### src/rtl/data_mem_arbiter.sv
// data_mem_arbiter
//   Shares one single-port data memory between the MEM stage (port 0) and
//   the debug/loader unit (port 1) with round-robin arbitration. Every access
//   runs IDLE -> ACCESS -> RESP. The memory writes on the falling edge and
//   reads on the rising edge inside ACCESS, so both finish by RESP.
//
// Ports
//   clock, reset            : single clock, synchronous active-high reset
//   pN_req/we/addr/wdata    : request side, req held high until pN_ack
//   pN_rdata, pN_ack        : read data and one-cycle completion pulse (RESP)
//   p0_stall                : holds the MEM stage while its access is pending
//   busy                    : FSM not idle
//   mem_address/in_data     : registered address / write data to the memory
//   mem_write/mem_read      : memory strobes, high only during ACCESS
//   mem_out_data            : read data returned by the memory
module data_mem_arbiter #(
   parameter int ADDR_W = 11,
   parameter int DATA_W = 32
) (
   input  logic              clock,
   input  logic              reset,
   input  logic              p0_req,
   input  logic              p0_we,
   input  logic [ADDR_W-1:0] p0_addr,
   input  logic [DATA_W-1:0] p0_wdata,
   output logic [DATA_W-1:0] p0_rdata,
   output logic              p0_ack,
   output logic              p0_stall,
   input  logic              p1_req,
   input  logic              p1_we,
   input  logic [ADDR_W-1:0] p1_addr,
   input  logic [DATA_W-1:0] p1_wdata,
   output logic [DATA_W-1:0] p1_rdata,
   output logic              p1_ack,
   output logic              busy,
   output logic [ADDR_W-1:0] mem_address,
   output logic [DATA_W-1:0] mem_in_data,
   output logic              mem_write,
   output logic              mem_read,
   input  logic [DATA_W-1:0] mem_out_data
);

   typedef enum logic [1:0] {IDLE, ACCESS, RESP} state_t;

   state_t              state, state_n;
   logic                gnt, last, we_q;
   logic [ADDR_W-1:0]   addr_q;
   logic [DATA_W-1:0]   wdata_q;
   logic                any_req, gnt_n;

   // Under contention the port that was not served last wins; a lone
   // requester always wins.
   always_comb begin
      any_req = p0_req | p1_req;
      if (p0_req && p1_req)
         gnt_n = ~last;
      else
         gnt_n = p1_req;
   end

   always_comb begin
      state_n = state;
      case (state)
         IDLE:    if (any_req) state_n = ACCESS;
         ACCESS:  state_n = RESP;
         RESP:    state_n = IDLE;
         default: state_n = IDLE;
      endcase
   end

   always_ff @(posedge clock) begin
      if (reset) begin
         state   <= IDLE;
         gnt     <= 1'b0;
         last    <= 1'b1;
         we_q    <= 1'b0;
         addr_q  <= '0;
         wdata_q <= '0;
      end else begin
         state <= state_n;
         if (state == IDLE && any_req) begin
            gnt     <= gnt_n;
            last    <= gnt_n;
            we_q    <= gnt_n ? p1_we    : p0_we;
            addr_q  <= gnt_n ? p1_addr  : p0_addr;
            wdata_q <= gnt_n ? p1_wdata : p0_wdata;
         end
      end
   end

   // Address and write data stay on the registered copy in every state so
   // the memory inputs never glitch; only the strobes are qualified.
   always_comb begin
      busy        = (state != IDLE);
      mem_address = addr_q;
      mem_in_data = wdata_q;
      mem_write   = (state == ACCESS) &&  we_q;
      mem_read    = (state == ACCESS) && !we_q;
      p0_ack      = (state == RESP) && !gnt;
      p1_ack      = (state == RESP) &&  gnt;
      p0_rdata    = (p0_ack && !we_q) ? mem_out_data : '0;
      p1_rdata    = (p1_ack && !we_q) ? mem_out_data : '0;
      p0_stall    = p0_req && !p0_ack;
   end

endmodule

### config.mk
export PLATFORM = sky130hd
export DESIGN_NAME = data_mem_arbiter
export DESIGN_NICKNAME = d
export VERILOG_FILES = /design/src/rtl/data_mem_arbiter.sv
export SDC_FILE = /design/constraint.sdc
export NUM_CORES = 1
export LEC_CHECK = 0
export BUFFER_PORTS_ARGS = -buffer_cell sky130_fd_sc_hd__buf_2
export CORE_AREA = 2 2 93 95
export CTS_CLUSTER_DIAMETER = 80
export DETAILED_ROUTE_END_ITERATION = 6
export DIE_AREA = 0 0 95 97
export PLACE_DENSITY_LB_ADDON = 0.05
export SLEW_MARGIN = 15
export SYNTH_ARGS = -nofsm -noshare
export SYNTH_HDL_FRONTEND = slang
export SYNTH_SLANG_ARGS = --single-unit
### constraint.sdc
create_clock -name clock -period 1.28 [get_ports clock]
set_input_delay 0 -clock clock [delete_from_list [all_inputs] [get_ports clock]]
set_output_delay 0 -clock clock [all_outputs]
set_load 0.01 [all_outputs]
Word-level counts from Yosys, hierarchy flattened:

Cells that the tools add are included.
Widths: inputs -> output; s select.

* register bits: 48
* logic and storage cells: 33

* equal/unequal tests: 3
* multiplexer cells: 8
* bitwise operators: 2
* reduce and logical (&&, ||, !) cells: 14

Operator list (count)
* $mux 32: 3
* $mux 11: 1
* $logic_and 1x1->1: 9
* $pmux 2 s2: 1
* $logic_not 1->1: 3
* $eq 2x1->1 const B: 1
* $eq 2x2->1 const B: 1
* $logic_not 2->1: 1
* $mux 1: 2
* $mux 2: 1
* $ne 2x2->1 const B: 1
* $reduce_bool 2->1: 1
* $not 1->1: 1
* $or 1x1->1: 1

Logic depth before layout (Yosys ltp):

Gate-level depths: netlist of the first run.

* word-level depth: 4
* mapped depth: 5
* gate-level depth less buffers: 4

Least setup slack after synthesis of the first run:

OpenSTA, ideal clock, no wires.

* path kind: flip-flop to flip-flop
* start: reg state[1]
* end: reg addr_q[9], in the netlist mem_address[9]
* arrival time: 1.058 ns
* data required time: 1.139 ns
* slack: 0.081 ns
* cell stages (with the launch flop): 6
* buffers on the path: 1
* path through: dfxtp_1 > nor2_2 > inv_2 > nor2_2 > buf_4 > a311oi_2

* longest elaborated chain between the ends: 2

RTL lines
* start, declared: RTL line 45 `state_t state, state_n;`
* start signal, assigned: RTL line 80 `state <= state_n;`
* $logic_not 2->1: RTL line 81 `if (state == IDLE && any_req) begin`
* $logic_and 1x1->1: RTL line 81
* end signal, assigned: RTL line 85 `addr_q <= gnt_n ? p1_addr : p0_addr;`
* end, declared: RTL line 47 `logic [ADDR_W-1:0] addr_q;`

Every way passes these cells.
A chain may end at the register's enable or synchronous reset.

Worst setup path in the final report of the first run:

* start: reg state[0]
* end: out p0_rdata[1]

* longest elaborated chain between the ends: 4

RTL lines
* $eq 2x2->1: RTL line 99 `p0_ack = (state == RESP) && !gnt;`
* $logic_and 1x1->1: RTL line 99
* $logic_and 1x1->1: RTL line 101 `p0_rdata = (p0_ack && !we_q) ? mem_out_data : '0;`
* $mux 32: RTL line 101
* end, declared: RTL line 26 `output logic [DATA_W-1:0] p0_rdata,`

Every way passes these cells.

==> flow_summary.toml, run 1 <==
[routing]
wl_per_cell_microns = 16.06
wl_mm = 12.55
drtPass1Iterations = 4
via_count = 3986
drcViolationCount = 0
drtIter0Drc = 145
viasPerCell = 5.104
ant_nets = 0

[clock_tree]
clkTransAtPathRegs_ns = 0.09
clockRootBuffer = "clkbuf_8"
numCtsBuffers = 5
clockBufferDepth = 2
clk_latency_ns = 0.29
clock-sinks = 48
htreeDepth = 2
tritoncts = "built"

[logic_synthesis]
synth-async-reset-ratio_pct = 0
syn_nets = 475
synth.yosys.seq_area_share_pct = 34.75
ys_seq_elements = 48
synth.top_cells.by_count = "90 x nand2_1, 64 x and3_1, 48 x dfxtp_1"
yosysTopAreaCell = "dfxtp_1"
yosysUniqueCellTypes = 24
yosysMostFrequentCell = "nand2_1"
yosys.area.top_type_share_pct = 34.75
synth_cells = 351
synth_edf_count = 0
syn_area_sq_um = 2765
ys_dominant_reg_cell = "dfxtp_1"
ys.warnings.count = 0
yosys-top-cells-area = "dfxtp_1 35%, and3_1 14%, nand2_1 12%"
avgSynthCellArea_sq_um = 7.878

[place]
place_congestion = 0.7419
place_area_sq_um = 4030
dp_cells = 670
portBuffers = 236
hpwl_mm = 7.590

[floorplan]
io_pins = 237
die_area_sq_um = 9215
dieHeight_microns = 97
start_util_pct = 33.99
core_sq_um = 8134
die_x_microns = 95
num_rows = 33

[power_and_ir_drop]
combPwrFrac_pct = 39.8
p_clk_share_pct = 20.8
p_leak_nw = 2.907
seqPwrFrac_pct = 39.4
p_int_mw = 3.045
p_per_area_nw_per_um2 = 828.3
switching_share_pct = 32.30
p_sw_mw = 1.453
peakVddDrop_mv = 0.5002

[layout]
layout.nets = 799
diodes = 0
final_core_util_pct = 66.76
drive_gt1_share_pct = 46.15
final_cells = 781
n_fill_cell = 671
stdcell_area_sq_um = 5430
syn2layout_area_growth_pct = 96.38

[timing]
hold_violations = 0
finalCritPeriodShare_pct = 111.5
worstMarginPinSlew_ns = 0.5038
relSlewSlack_pct = 66.42
slew_violations = 0
hold-worst-slack_ns = 0.08536
finalSetupTns_ns = -10.27
max_freq_ghz = 0.7006
fin_crit_ns = 1.427
clock_skew_ns = 0.006781
setup_viol = 109
rsz0062_at_grt = "yes"
setup_ws_ns = -0.1474

[global_routing]
track_usage_pct = 24.46
grt_max_degree = 41
grt_pass1_wl_mm = 18.07
antenna_found_initial = 0
overflow = 0
grt_pass1_vias = 3677

[setup_path]
slowest_delay_ns = 0.36
crit_slowest_cell = "dfxtp_4"
r2r_end = "mem_address[10]$_SDFFE_PP0P_"
crit_family = "buffers and inverters"
ff2ff_path_depth = 7
required_ns = 1.28
critical_path_depth = 5
crit_buf_inv = 3
cp-startpoint = "state[0]$_SDFFE_PP0P_"
cp.arrival_ns = 1.43
startpoint_type = "flop"
rr_startpoint = "state[0]$_SDFFE_PP0P_"
path_max_fanout = 8
crit_end = "p0_rdata[1]"
rrSetupSlack_ns = -0.14
critPathCaptureType = "output pin"
path_cells = "nor3b_4 > buf_6 > clkbuf_16 > and3_1 > buf_2"
path_class = "reg2out"

[min_path]
hold_path_class = "in2reg"
hold_depth = 3
worstHoldStart = "p0_req"

[status]
violations = "setup timing"
status = "finished with violations"

[run]
maxCapViolCount = 0
## placed cells by master (no fill, tap or decap), types with 2 or more instances in the layout
cell,n
nor2_1,4
inv_2,2
and3_1,57
dlygate4sd3_1,88
a311oi_2,16
dfxtp_2,3
nor2b_1,2
buf_6,19
a21oi_2,2
clkbuf_16,4
nand2_1,90
buf_12,8
and3_4,7
buf_4,12
a311oi_1,28
clkbuf_1,2
clkbuf_8,6
dfxtp_1,44
buf_8,2
buf_2,225
a21oi_1,43
nor2_4,2
## per-stage QoR
| step | setup WS [ns] | power, mW |
|---|---|---|
| after CTS | -0.1505 | 4.310 |
| after global routing | -0.2058 | 4.749 |
| after detailed placement | 0.01059 | 3.124 |
| final | -0.1474 | 4.498 |
| after floorplan | 0.08107 | 2.549 |
| after global placement | 0.07219 | 3.114 |
## metal layers
metal | vias to the layer above | global-route usage, % | routed length (microns)
met3 | 26 | 5.763 | 917
li1 | 1920 | - | -
met1 | 1859 | 26.75 | 4715
met5 | - | 0 | 0
met2 | 181 | 45.01 | 6610
met4 | 0 | 8.473 | 301
## area by class of cell
cell class / count / area, sq um / area share, %
timing repair buffer: 358 / 2601 / 47.90
multi-input combinational: 260 / 1632 / 30.05
clock buffer: 8 / 90.09 / 1.659
tap: 105 / 131.4 / 2.419
inverter: 2 / 7.507 / 0.1382
sequential: 48 / 968.4 / 17.83
## state kept, by name, summed over array words and instances, names as in the netlist
register	cells
gnt	1
mem_address	11
state	2
last	1
mem_in_data	32
we_q	1
## worst min path at each step
stage	slack, ns	endpoint
final	0.09	last$_SDFFE_PP1P_
after global routing	0.11	last$_SDFFE_PP1P_
after CTS	0.003	mem_address[7]$_SDFFE_PP0P_
after detailed placement	0.27	mem_in_data[23]$_SDFFE_PP0P_
after global placement	0.26	mem_in_data[23]$_SDFFE_PP0P_
after floorplan	0.14	p0_stall
## power groups by stage
stage	registers, mW	clock network (mW)	logic [mW]
after floorplan	1.87	0	0.682
after CTS	1.77	0.969	1.57
final	1.77	0.937	1.79
after detailed placement	1.80	0	1.32
after global placement	1.80	0	1.32
after global routing	1.79	1.02	1.94
## what timing repair did
action | 4_1_cts | 5_1_grt
hold buffers | 87 | 1
endpoints found under the setup margin | 70 | 111
resized for setup | 17 | 36
pin swaps | 2 | 7
cloned | 1 | 6
setup buffers | 4 | 5
hold endpoints to repair | 44 | 1
## cells by family (layout without fill, tap and decap cells)
| kind of cell | Yosys count | after routing | share of synthesized area, % |
|---|---|---|---|
| AO/OA/AOI/OAI | 93 | 93 | 25.93 |
| buffers and inverters | 43 | 368 | 9.774 |
| flip-flops | 48 | 48 | 34.75 |
| AND/OR/NAND/NOR | 167 | 167 | 29.55 |
## worst reg2reg max path: stages (launching register included)
cell and delay, ns:
dfxtp_4 0.36, buf_4 0.14, nor2_4 0.16, inv_2 0.09, nor2_4 0.17, buf_12 0.15, buf_12 0.12, a311oi_1 0.10
(Power assumes the default switching activity.)
==> run 2, diff against run 1 <==
SETUP_SLACK_MARGIN = 0.4   (was default)
==> flow_summary.toml, run 2 (synthesis results as in run 1) <==
[clock_tree]
clkTransAtPathRegs_ns = 0.09
htreeDepth = 2
tritoncts = "built"
clock-sinks = 48
clk_latency_ns = 0.30
clockBufferDepth = 2
clockRootBuffer = "clkbuf_8"
numCtsBuffers = 5

[power_and_ir_drop]
peakVddDrop_mv = 0.5065
p_leak_nw = 3.021
p_total_mw = 5.118
p_per_area_nw_per_um2 = 791.4

[routing]
wl_per_cell_microns = 18.60
viasPerCell = 5.341
drtPass1Iterations = 6
ant_nets = 0
drcViolationCount = 1
wl_mm = 14.84
via_count = 4262
drtIter0Drc = 177

[global_routing]
overflow = 0
antenna_found_initial = 1
grt_pass1_vias = 4255
grt_max_degree = 49
grt_pass1_wl_mm = 21.06
track_usage_pct = 28.93

[setup_path]
rrSetupSlack_ns = -0.16
cp-startpoint = "state[1]$_SDFFE_PP0P_"
required_ns = 1.28
path_class = "reg2out"
critPathCaptureType = "output pin"
cp.arrival_ns = 1.50
rr_startpoint = "state[1]$_SDFFE_PP0P_"
ff2ff_path_depth = 7
r2r_end = "mem_in_data[26]$_SDFFE_PP0P_"
path_max_fanout = 8
startpoint_type = "flop"

[timing]
relSlewSlack_pct = 74.02
hold_violations = 0
rsz0062_at_grt = "yes"
clock_skew_ns = 0.007965
finalCritPeriodShare_pct = 117.0
finalSetupTns_ns = -16.85
worstMarginPinSlew_ns = 0.3883
setup_ws_ns = -0.2172
slew_violations = 0
setup_viol = 112
max_freq_ghz = 0.6679
fin_crit_ns = 1.497

[layout]
layout.nets = 815
drive_gt1_share_pct = 57.51
largest_reg_flops = 32
syn2layout_area_growth_pct = 133.8
final_cells = 798
final_core_util_pct = 79.50
n_fill_cell = 507
layout.cells.most_common = "buf_2"
mostFrequentLayoutCells = "171 x buf_2, 87 x nand2_1, 87 x dlygate4sd3_1"

[run]
maxCapViolCount = 0

[floorplan]
die_area_sq_um = 9215
num_rows = 33
core_sq_um = 8134
die_x_microns = 95
start_util_pct = 33.99
io_pins = 237
dieHeight_microns = 97

[min_path]
hold_path_class = "in2reg"
hold_path_end = "mem_in_data[15]$_SDFFE_PP0P_"
worstHoldStart = "p0_wdata[15]"
hold_depth = 3

[place]
post-place-ws_ns = 0.05667
hpwl_mm = 7.353
place_congestion = 0.7712
portBuffers = 236
dp_cells = 667

[status]
status = "finished with violations"
violations = "DRC, setup timing"
==> run 2: report_power, final <==
part	internal [mW]	switching, mW	total, mW
registers	1.67	0.108	1.78
logic	1.22	1.01	2.24
clock network	0.581	0.520	1.10
==> run 2: per-layer routing <==
layer	share of wire, %	track usage (%)	up-vias
li1	-	-	1961
met3	6.9	5.841	62
met2	52	52.32	226
met1	36	31.82	2013
met4	4.8	12.93	0
met5	0	0	-
==> run 2: worst max-delay path, stage by stage (launching register included) <==
cell       delay (ns)
dfxtp_2          0.36
nor3b_4          0.23
buf_6            0.16
clkbuf_16        0.14
and3_4           0.19
buf_6            0.12
==> run 2: how the worst max path moves through the flow <==
| stage | endpoint | slack [ns] |
|---|---|---|
| 4_1_cts | p0_rdata[22] | -0.16 |
| 3_5_place_dp | mem_in_data[26]$_SDFFE_PP0P_ | 0.06 |
| 2_1_floorplan | mem_address[7]$_SDFFE_PP0P_ | 0.15 |
| 5_1_grt | p0_rdata[18] | -0.27 |
| 6_report | p0_rdata[18] | -0.22 |
| 3_3_place_gp | mem_address[6]$_SDFFE_PP0P_ | 0.11 |
==> run 2: final cells by class <==
class	instances	area, sq um	area share (%)
sequential	48	969.7	15.00
multi-input combinational	260	1946	30.09
timing repair buffer	374	3302	51.06
antenna	1	2.502	0.03870
inverter	2	7.507	0.1161
tap	105	131.4	2.032
clock inverter	2	35.03	0.5418
clock buffer	6	72.57	1.122
==> run 2: timing repair <==
| action | 4_1_cts | 5_1_grt |
|---|---|---|
| setup buffers | 16 | 5 |
| hold endpoints to repair | 44 | 1 |
| hold buffers | 86 | 1 |
| cloned | 9 | 5 |
| setup endpoints to repair | 116 | 117 |
| resized for setup | 94 | 31 |
| pin swaps | 44 | 20 |
==> run 2: per-stage QoR <==
step / hold slack [ns] / area [sq um]
after global routing: 0.002369 / 6466
after detailed placement: 0.2728 / 4372
after floorplan: 0.1371 / 3204
after global placement: 0.2661 / 4372
final: 0.01544 / 6466
after CTS: 0.001206 / 6190
